===== src/rtl/timer_control.sv =====
// Egg-timer control: edge-detects debounced buttons, edits mm:ss, counts down
// on a 1 Hz tick and holds a time-limited alarm at 00:00.
module timer_control #(
  parameter int unsigned MAX_MIN     = 99,
  parameter int unsigned ALARM_TICKS = 10
) (
  input  logic       clk,
  input  logic       reset,
  input  logic       tick_1hz,
  input  logic       btn_start,
  input  logic       btn_min,
  input  logic       btn_sec,
  input  logic       btn_clear,
  output logic [6:0] minutes,
  output logic [5:0] seconds,
  output logic       running,
  output logic       alarm
);

  localparam int unsigned MIN_W  = 7;
  localparam int unsigned SEC_W  = 6;
  localparam int unsigned ACNT_W = $clog2(ALARM_TICKS + 1);
  localparam logic [MIN_W-1:0]  MIN_LAST   = MIN_W'(MAX_MIN);
  localparam logic [SEC_W-1:0]  SEC_LAST   = SEC_W'(59);
  localparam logic [ACNT_W-1:0] ALARM_LAST = ACNT_W'(ALARM_TICKS);

  typedef enum logic [1:0] {
    S_IDLE  = 2'd0,
    S_RUN   = 2'd1,
    S_PAUSE = 2'd2,
    S_ALARM = 2'd3
  } state_t;

  state_t            state_q, state_d;
  logic [MIN_W-1:0]  min_d;
  logic [SEC_W-1:0]  sec_d;
  logic [ACNT_W-1:0] acnt_q, acnt_d;

  logic prev_start, prev_min, prev_sec, prev_clear;
  logic press_start_c, press_min_c, press_sec_c, press_clear_c;
  logic time_zero_c;
  logic [MIN_W-1:0] min_inc_c;
  logic [SEC_W-1:0] sec_inc_c;

  // Rising-edge press events; prev regs reset high so a held button is silent.
  assign press_start_c = btn_start & ~prev_start;
  assign press_min_c   = btn_min   & ~prev_min;
  assign press_sec_c   = btn_sec   & ~prev_sec;
  assign press_clear_c = btn_clear & ~prev_clear;

  assign time_zero_c = (minutes == '0) && (seconds == '0);
  assign min_inc_c   = (minutes == MIN_LAST) ? '0 : minutes + MIN_W'(1);
  assign sec_inc_c   = (seconds == SEC_LAST) ? '0 : seconds + SEC_W'(1);

  // State, time and alarm counter register.
  always_ff @(posedge clk) begin
    if (reset) begin
      state_q    <= S_IDLE;
      minutes    <= '0;
      seconds    <= '0;
      acnt_q     <= '0;
      running    <= 1'b0;
      alarm      <= 1'b0;
      prev_start <= 1'b1;
      prev_min   <= 1'b1;
      prev_sec   <= 1'b1;
      prev_clear <= 1'b1;
    end else begin
      state_q    <= state_d;
      minutes    <= min_d;
      seconds    <= sec_d;
      acnt_q     <= acnt_d;
      running    <= (state_d == S_RUN);
      alarm      <= (state_d == S_ALARM);
      prev_start <= btn_start;
      prev_min   <= btn_min;
      prev_sec   <= btn_sec;
      prev_clear <= btn_clear;
    end
  end

  // Next-state and next-time logic; priority clear > start > edits > tick.
  always_comb begin
    state_d = state_q;
    min_d   = minutes;
    sec_d   = seconds;
    acnt_d  = acnt_q;

    if (press_clear_c) begin
      state_d = S_IDLE;
      min_d   = '0;
      sec_d   = '0;
      acnt_d  = '0;
    end else begin
      unique case (state_q)
        S_IDLE: begin
          if (press_start_c) begin
            if (!time_zero_c) state_d = S_RUN;
          end else begin
            if (press_min_c) min_d = min_inc_c;
            if (press_sec_c) sec_d = sec_inc_c;
          end
        end

        S_RUN: begin
          if (press_start_c) begin
            state_d = S_PAUSE;
          end else if (tick_1hz) begin
            if (seconds != '0) begin
              sec_d = seconds - SEC_W'(1);
            end else begin
              min_d = minutes - MIN_W'(1);
              sec_d = SEC_LAST;
            end
            if ((min_d == '0) && (sec_d == '0)) begin
              state_d = S_ALARM;
              acnt_d  = '0;
            end
          end
        end

        S_PAUSE: begin
          if (press_start_c) begin
            state_d = time_zero_c ? S_IDLE : S_RUN;
          end else begin
            if (press_min_c) min_d = min_inc_c;
            if (press_sec_c) sec_d = sec_inc_c;
          end
        end

        S_ALARM: begin
          min_d = '0;
          sec_d = '0;
          if (press_start_c) begin
            state_d = S_IDLE;
            acnt_d  = '0;
          end else if (tick_1hz) begin
            if (acnt_q + ACNT_W'(1) == ALARM_LAST) begin
              state_d = S_IDLE;
              acnt_d  = '0;
            end else begin
              acnt_d = acnt_q + ACNT_W'(1);
            end
          end
        end

        default: state_d = S_IDLE;
      endcase
    end
  end

endmodule


===== config.mk =====
export PLATFORM = sky130hd
export DESIGN_NAME = timer_control
export DESIGN_NICKNAME = d
export VERILOG_FILES = /design/src/rtl/timer_control.sv
export SDC_FILE = /design/constraint.sdc
export NUM_CORES = 1
export LEC_CHECK = 0
export ABC_CLOCK_PERIOD_IN_PS = 2800
export BUFFER_PORTS_ARGS = -buffer_cell sky130_fd_sc_hd__buf_2
export CAP_MARGIN = 20
export CORE_MARGIN = 4
export CORE_UTILIZATION = 52
export DETAILED_ROUTE_END_ITERATION = 7
export PLACE_DENSITY = 0.8
export SLEW_MARGIN = 40
export SYNTH_ARGS = -nofsm -noshare
export SYNTH_HDL_FRONTEND = slang
export SYNTH_SLANG_ARGS = --single-unit

===== constraint.sdc =====
create_clock -name clk -period 2.8 [get_ports clk]
set_clock_uncertainty 0.15 [all_clocks]
set_input_delay 0.42 -clock clk [delete_from_list [all_inputs] [get_ports clk]]
set_output_delay 0.42 -clock clk [all_outputs]
set_load 0.01 [all_outputs]

==> flow_summary.ini, run 1 <==
[worst_hold_path]
hold_path_class = in -> reg

[clock_network]
clk_latency_ns = 0.32
cts_made_buffers = 3
clk_pin_slew_ns = 0.15
tritoncts = done
htreeDepth = 1
clock-sinks = 25
cts_root_buf = clkbuf_4
clock_tree.buffer_depth = 2

[sta]
fin_tns_setup_ns = 0
finalMaxSlewViolations = 0
hold_violations = 0
worst_pin_slew_ns = 0.6211
max_slew_margin_pct = 58.54
grt_setup_unrepaired = false
fin_ws_ns = 0.1476
max_freq_mhz = 377.0
period_minus_slack_ns = 2.652
finalSetupViolCount = 0
period_share_pct = 94.73

[worst_setup_path]
cp_slowest_stage_delay_ns = 0.67
path_max_fanout = 4
cp_slowest_cell = or4b_2
crit_family = simple AND/OR/NAND/NOR gates
critPathBufInv = 1
cp_data_required_time_ns = 2.91
end_kind = register
arrival_ns = 2.76
worstPathCellList = inv_1 -> ha_1 -> or4b_2 -> nor4_4 -> a211oi_2 -> o31a_1 -> or4_1 -> a21oi_1
start_kind = register
crit_type = reg -> reg

[finish]
n_antenna_cell = 0
layout-drive-gt1-share_pct = 22.26
utilization_pct = 65.20
area_growth_syn_to_layout_pct = 16.60
final_nets = 280
fillers = 289

[global_routing]
overflow = 0
grt_max_degree = 23
grtUsageTotal_pct = 21.33
grt_first_pass_wirelength_um = 7452
grt_pass1_vias = 1663
antenna_found_initial = 0

[flow_run]
maxCapViolations = 0

[logic_synthesis]
yosys-top-cells-area = dfxtp_1 (29%), nor2_1 (6.4%), a21oi_1 (6.3%)
synth.avg_cell_area_um2 = 7.258
synthArstFlopShare_pct = 0
synth_seq_cells = 25
mappedNetlistArea_um2 = 1749
netlist.area_leader.share_pct = 28.61
synth_top_cell_by_area = dfxtp_1
yosys.cell_types.count = 46
yosysWarnings = 0
netlist_instances = 241
synth_fp_nets = 255
ys.flop_type = dfxtp_1
synth_edf_count = 0
synth_seq_area_share_pct = 28.61

[power_and_ir_drop]
vdd_drop_max_uv = 239.1
power_leakage_nw = 0.8171
finalPower_mw = 0.6612
p_per_area_nw_per_um2 = 324.2

[routing]
dr_total_vias = 1863
detail-route-antenna-nets = 0
routed_wl_um = 4358
drt_first_pass_iters = 4
via_per_inst = 6.029
post_drt_wl_per_cell_um = 14.10
post-route-drc-count = 0
drt_iter0_markers = 116

[floorplan]
placementRows = 20
die_w_um = 66
coreArea_um2 = 3128
initial_core_util_pct = 55.92
die_y_um = 66
die_area_um2 = 4356
pin_count = 22

[status]
status = finished, final reports clean

[place]
dp_slack_ns = 0.09494
portBuffers = 21
place_congestion = 0.8843
hpwlAfterDp_um = 3110
==> logic make-up after synthesis <==
kind of cell | share of synthesized area [%]
and+or+nand+nor | 30.76
AOI/OAI and AO/OA | 26.90
buffers and inverters | 5.508
DFF | 28.61
adders and majority gates | 5.007
xor gates and xnor gates | 1.502
muxes | 1.717
==> synthesized netlist by cell type, drive strengths merged (2+ instances only) <==
cell type / number
a211oi: 4
a21o: 5
a21oi: 22
a22o: 2
a31oi: 4
a32oi: 2
a41o: 2
and2: 2
and3: 2
buf: 2
clkbuf: 15
dfxtp: 25
ha: 7
inv: 8
mux2i: 3
nand2: 19
nand2b: 5
nand3: 10
nand4: 4
nor2: 30
nor2b: 3
nor3: 10
nor4: 4
nor4b: 2
o211ai: 2
o21ai: 15
o21bai: 2
o31ai: 5
o32ai: 2
or2: 5
or3: 2
or4: 3
xor2: 2
==> per-layer routing <==
layer	wire, um	global-route usage, %	part of all wire (%)	vias up
met5	0	0	0	-
li1	-	-	-	931
met4	66	7.360	1.5	0
met1	2062	29.15	47	865
met2	2006	33.79	46	59
met3	223	3.571	5.1	8
==> repair_timing <==
action                     CTS  global route
setup endpoints to repair    0             3
resized for setup            0             8
hold buffers                 0             0
setup buffers                0             0
==> report_power, final <==
group	leakage, nW	total (mW)	internal [mW]	switching [mW]
sequential	0.204	0.368	0.363	0.00525
clock	0.0139	0.169	0.0544	0.114
combinational	0.599	0.124	0.0514	0.0727
total	0.817	0.661	0.469	0.192
==> per-stage QoR <==
stage / cell area, um2 / instances / hold WS [ns]
2_1_floorplan: 1752 / 241 / 0.3294
3_3_place_gp: 1966 / 305 / 0.3503
3_5_place_dp: 1966 / 305 / 0.3724
4_1_cts: 1996 / 309 / 0.1283
5_1_grt: 2039 / 309 / 0.1195
6_report: 2039 / 309 / 0.1385
==> layout make-up <==
type / instances / area (um2) / share of cell area, %
well taps: 44 / 55.05 / 2.699
multi-input cells: 191 / 1195 / 58.59
clock inverters: 1 / 7.507 / 0.3681
repair buffers: 37 / 225.2 / 11.04
clock buffers: 3 / 22.52 / 1.104
flip-flops and latches: 25 / 504.2 / 24.72
inverters: 8 / 30.03 / 1.472
==> path summary, 6_finish.rpt <==
kind / start / end / slack, ns / cells after the start
worst min register to register: acnt_q[3] / acnt_q[3] / 0.39 / 2
worst max register to register: minutes[0] / acnt_q[3] / 0.15 / 8
worst min-delay path: btn_min / prev_min / 0.14 / 2
worst max-delay path: minutes[0] / acnt_q[3] / 0.15 / 8
==> state kept, by name (all words and copies together), names as in the netlist <==
register	flops
acnt_q	4
alarm	1
minutes	7
prev_clear	1
prev_min	1
prev_sec	1
prev_start	1
running	1
seconds	6
state_q	2
==> cell usage in the layout, fill, tap and decap left out, types with 3 or more instances in the layout <==
cell type / count
nand3_1: 10
nor2b_1: 3
clkbuf_4: 3
a21o_1: 5
buf_4: 16
mux2i_1: 3
buf_2: 21
a31oi_1: 4
o31ai_1: 5
inv_1: 8
nand4_1: 4
o21ai_0: 15
nor2_1: 30
dfxtp_1: 22
nand2_1: 19
nand2b_1: 4
or2_2: 5
nor3_1: 9
ha_1: 6
a21oi_1: 22
dfxtp_2: 3
a211oi_1: 3
(Power assumes the default switching activity.)
==> run 2, diff against run 1 <==
--- a/config.mk
+++ b/config.mk
@@ -12,6 +12,7 @@
 export CORE_UTILIZATION = 52
 export DETAILED_ROUTE_END_ITERATION = 7
 export PLACE_DENSITY = 0.8
+export RECOVER_POWER = 100
 export SLEW_MARGIN = 40
 export SYNTH_ARGS = -nofsm -noshare
 export SYNTH_HDL_FRONTEND = slang
==> run 2 against run 1 <==
Global-route usage stayed put. Sequential cell count stayed put. Sequential share of layout area is 0.56 points higher. Setup slack worse by 0.013 ns. Non-clock buffer count stayed put. Total power is 0.31% lower. Sequential power hardly changed. Largest power group unchanged.
==> flow_summary.ini, run 2 (synthesized netlist as in run 1, its figures left out) <==
[clock_network]
tritoncts = done
post_cts_resized = 0
cts_root_buf = clkbuf_4
clock-sinks = 25
hold_buffers = 0
clock_tree.buffer_depth = 2
htreeDepth = 1
clk_latency_ns = 0.32
clk_pin_slew_ns = 0.15
cts_made_buffers = 3
cts_setup_buffers = 0

[finish]
final_nets = 280
layout-drive-gt1-share_pct = 15.09
regMostFlops = minutes
largest_register_ffs = 7
fillers = 305
instances_no_fill = 309
stdcell_area_um2 = 1984
n_antenna_cell = 0
top_regs = minutes x7, seconds x6, acnt_q x4
mostFrequentLayoutCells = nor2_1 (30), dfxtp_1 (24), a21oi_1 (22), nand2_1 (19)
area_growth_syn_to_layout_pct = 13.45
final_common_cell = nor2_1

[routing]
post-route-drc-count = 0
via_per_inst = 5.994
post_drt_wl_per_cell_um = 14.21
drt_iter0_markers = 115
dr_total_vias = 1852
detail-route-antenna-nets = 0
drt_first_pass_iters = 4
routed_wl_um = 4390

[worst_setup_path]
worstRegToRegCells = 8
r2r_end = acnt_q[3]
start_kind = register
reg2reg_from = minutes[0]
crit_type = reg -> reg
crit_path_start = minutes[0]
end_kind = register
path_max_fanout = 4
r2r_slack_ns = 0.13
arrival_ns = 2.77
cp_data_required_time_ns = 2.91

[place]
place_area_um2 = 1966
hpwlAfterDp_um = 3110
place_inst = 305
dp_slack_ns = 0.09494
portBuffers = 21
place_congestion = 0.8843

[worst_hold_path]
hold_path_class = in -> reg
hold_depth = 2
holdPathEnd = prev_min
min_from = btn_min

[sta]
finalSetupViolCount = 0
period_minus_slack_ns = 2.665
max_slew_margin_pct = 58.64
period_share_pct = 95.19
worst_pin_slew_ns = 0.6196
finalMaxSlewViolations = 0
hold_violations = 0
max_freq_mhz = 375.2
fin_tns_setup_ns = 0
fin_ws_ns = 0.1345
grt_setup_unrepaired = false

[floorplan]
placementRows = 20
initial_core_util_pct = 55.92
die_area_um2 = 4356
pin_count = 22
die_w_um = 66
die_y_um = 66
coreArea_um2 = 3128

[global_routing]
overflow = 0
grtUsageTotal_pct = 21.33
grt_pass1_vias = 1663
antenna_found_initial = 0
grt_max_degree = 23
grt_first_pass_wirelength_um = 7452

[power_and_ir_drop]
power_leakage_nw = 0.7478
vdd_drop_max_uv = 240.9
p_per_area_nw_per_um2 = 332.1
finalPower_mw = 0.6591

[status]
status = finished, final reports clean

[flow_run]
maxCapViolations = 0
## run 2: cell types whose count changed in the layout (fill, tap and decap cells not counted), sizes merged
cell    before  now
buf         37   21
clkbuf       3   19
## run 2: critical path, stage by stage, from the launching register on
cell and delay (ns):
dfxtp_1 0.36, inv_1 0.04, ha_1 0.20, or4b_2 0.67, nor4_4 0.19, a211oi_2 0.09
o31a_1 0.29, or4_1 0.48, a21oi_1 0.14
## run 2: worst max path at each step
stage,to,slack (ns),cells after the start
after floorplan,acnt_q[3],0.01,9
after global placement,acnt_q[3],0.18,8
after detailed placement,acnt_q[3],0.09,8
after CTS,acnt_q[3],0.03,8
after global routing,acnt_q[3],0.02,8
final,acnt_q[3],0.13,8
## run 2: routing by layer
| layer | part of all wire [%] | global-route usage (%) |
|---|---|---|
| met2 | 46 | 33.79 |
| met1 | 46 | 29.15 |
| met3 | 5.9 | 3.571 |
| met4 | 1.5 | 7.360 |
| met5 | 0 | 0 |
## run 2: where the power goes
part / total, mW / switching (mW) / internal (mW)
logic: 0.120 / 0.0725 / 0.0478
registers: 0.368 / 0.00521 / 0.363
clock network: 0.171 / 0.116 / 0.0545
total: 0.659 / 0.194 / 0.465
## run 2: area by class of cell
type / instances / area, um2 / share of cell area [%]
clock buffers: 3 / 22.52 / 1.135
multi-input cells: 191 / 1190 / 59.96
well taps: 44 / 55.05 / 2.774
clock inverters: 1 / 7.507 / 0.3783
repair buffers: 37 / 177.7 / 8.953
inverters: 8 / 30.03 / 1.513
flip-flops and latches: 25 / 501.7 / 25.28
## run 2: metrics by stage
| stage | hold slack (ns) | util, % |
|---|---|---|
| 5_1_grt | 0.1195 | 63.44 |
| 6_report | 0.1369 | 63.44 |
| 3_3_place_gp | 0.3503 | 62.84 |
| 2_1_floorplan | 0.3294 | - |
| 3_5_place_dp | 0.3724 | 62.84 |
| 4_1_cts | 0.1283 | 63.80 |
==> run 3, diff against run 2 <==
--- a/config.mk
+++ b/config.mk
@@ -13,6 +13,7 @@
 export DETAILED_ROUTE_END_ITERATION = 7
 export PLACE_DENSITY = 0.8
 export RECOVER_POWER = 100
+export SETUP_SLACK_MARGIN = 0.4
 export SLEW_MARGIN = 40
 export SYNTH_ARGS = -nofsm -noshare
 export SYNTH_HDL_FRONTEND = slang
==> run 3 against run 2 <==
Cell count up 0.65%. Critical path type unchanged. First-iteration DRC count is 75% higher. Sequential cell count unchanged. Largest cell class unchanged. Sequential share of layout area decreased by 0.38 points. Global-route usage increased by 0.58 points. Count of clock-buffer cells in the layout up 1. Total power rose by 0.24%. Sequential power is essentially flat. Non-clock buffer count is 2 higher. Cell area up 1.3%. Hold slack better by 0.0037 ns.
==> flow_summary.ini, run 3 (synthesized netlist as in run 1, its figures left out) <==
[status]
status = finished, final reports clean

[worst_setup_path]
r2r_slack_ns = 0.25
start_kind = register
path_max_fanout = 4
reg2reg_from = seconds[1]
arrival_ns = 2.65
end_kind = register
cp_data_required_time_ns = 2.90
worstRegToRegCells = 8
crit_type = reg -> reg
r2r_end = acnt_q[3]

[finish]
regMostFlops = minutes
instances_no_fill = 311
n_antenna_cell = 0
final_common_cell = nor2_1
largest_register_ffs = 7
layout-drive-gt1-share_pct = 16.48
mostFrequentLayoutCells = nor2_1 (30), dfxtp_1 (25), a21oi_1 (21), nand2_1 (19), clkbuf_1 (18)
top_regs = minutes x7, seconds x6, acnt_q x4
area_growth_syn_to_layout_pct = 14.88
final_nets = 282

[sta]
hold_violations = 0
fin_tns_setup_ns = 0
finalMaxSlewViolations = 0
max_slew_margin_pct = 62.81
worst_pin_slew_ns = 0.5567
period_share_pct = 91.03
period_minus_slack_ns = 2.549
grt_setup_unrepaired = true
holdWs_ns = 0.1406
finalSetupViolCount = 0
max_freq_mhz = 392.3

[worst_hold_path]
hold_path_class = in -> reg
holdPathEnd = prev_min
hold_depth = 2
min_from = btn_min

[clock_network]
cts_made_buffers = 3
cts_root_buf = clkbuf_4
clk_pin_slew_ns = 0.14
clock_tree.buffer_depth = 2
htreeDepth = 1
clk_latency_ns = 0.32
tritoncts = done
clock-sinks = 25

[floorplan]
coreArea_um2 = 3128
placementRows = 20
die_area_um2 = 4356
initial_core_util_pct = 55.92
die_w_um = 66
die_y_um = 66
pin_count = 22

[routing]
top_layer_used = met4
drt-met1-wl_um = 2024
post-route-drc-count = 0
post_drt_wl_per_cell_um = 14.57
drt_iter0_markers = 201
wl_met2_um = 2127
detail-route-antenna-nets = 0
dr_total_vias = 1883
routed_wl_um = 4530
via_per_inst = 6.055
drt_first_pass_iters = 4
wl_met3_um = 300

[global_routing]
grt_pass1_vias = 1691
grtUsageTotal_pct = 21.92
overflow = 0
grt_first_pass_wirelength_um = 7603
antenna_found_initial = 0
grt_max_degree = 17

[place]
portBuffers = 21
place_inst = 299
hpwlAfterDp_um = 3138
place_congestion = 0.8709

[power_and_ir_drop]
p_comb_share_pct = 19.4
power_leakage_nw = 0.7623
pwr-share-seq_pct = 55.8
p_per_area_nw_per_um2 = 328.8
p_switching_mw = 0.1893
power.share.switching_pct = 28.66
p_clk_share_pct = 24.8
vdd_drop_max_uv = 209.7
finalPower_mw = 0.6607
p_int_mw = 0.4713

[flow_run]
maxCapViolations = 0
## run 3: cell count changes in the layout (fill, tap and decap cells not counted), sizes merged
cell      before  now
clkbuf        19   21
buf           21   22
clkinvlp       1    0
## run 3: layer usage
layer,up-vias,GRT usage (%)
li1,931,-
met1,862,28.90
met2,79,34.92
met3,11,3.741
met4,0,9.645
met5,-,0
## run 3: power by group through the flow
stage	sequential [mW]	combinational, mW	clock, mW
floorplan	0.377	0.0801	0
global placement	0.377	0.108	0
detailed placement	0.378	0.111	0
CTS	0.366	0.132	0.170
global route	0.370	0.141	0.191
finish	0.368	0.128	0.164
## run 3: layout make-up
| cell class | instances | area, um2 |
|---|---|---|
| Tap cell | 44 | 55.05 |
| Multi-Input combinational cell | 191 | 1199 |
| Timing Repair Buffer | 39 | 196.4 |
| Clock buffer | 4 | 26.28 |
| Sequential cell | 25 | 500.5 |
| Inverter | 8 | 32.53 |
| Fill cell | 293 | 1119 |
## run 3: stage by stage
| step | cell area, um2 | utilization (%) | setup WS (ns) |
|---|---|---|---|
| 2_1_floorplan | 1782 | - | 0.3191 |
| 3_3_place_gp | 1941 | 62.04 | 0.3146 |
| 3_5_place_dp | 1941 | 62.04 | 0.2097 |
| 4_1_cts | 2073 | 66.28 | 0.3883 |
| 5_1_grt | 2009 | 64.24 | 0.1630 |
| 6_report | 2009 | 64.24 | 0.2512 |
## run 3: repair_timing
item / in CTS / in global routing
hold buffers: 0 / 0
setup buffers: 8 / 0
hold endpoints to repair: 0 / 0
setup endpoints to repair: 6 / 5
pin swaps: 5 / 0
resized for setup: 12 / 5
## run 3: worst max-delay path by stage
stage,slack (ns),start,end
after global routing,0.16,seconds[1],acnt_q[3]
after CTS,0.39,minutes[0],acnt_q[3]
after global placement,0.31,seconds[0],acnt_q[3]
after detailed placement,0.21,seconds[1],acnt_q[3]
after floorplan,0.32,minutes[1],acnt_q[3]
final,0.25,seconds[1],acnt_q[3]
## run 3: worst max-delay path: stages, from the launching register on
cell and delay, ns:
dfxtp_1 0.38, inv_4 0.08, ha_1 0.20, or3b_4 0.42, nor4_1 0.27, a211oi_1 0.12
o31a_1 0.31, or4_4 0.42, a21oi_2 0.14
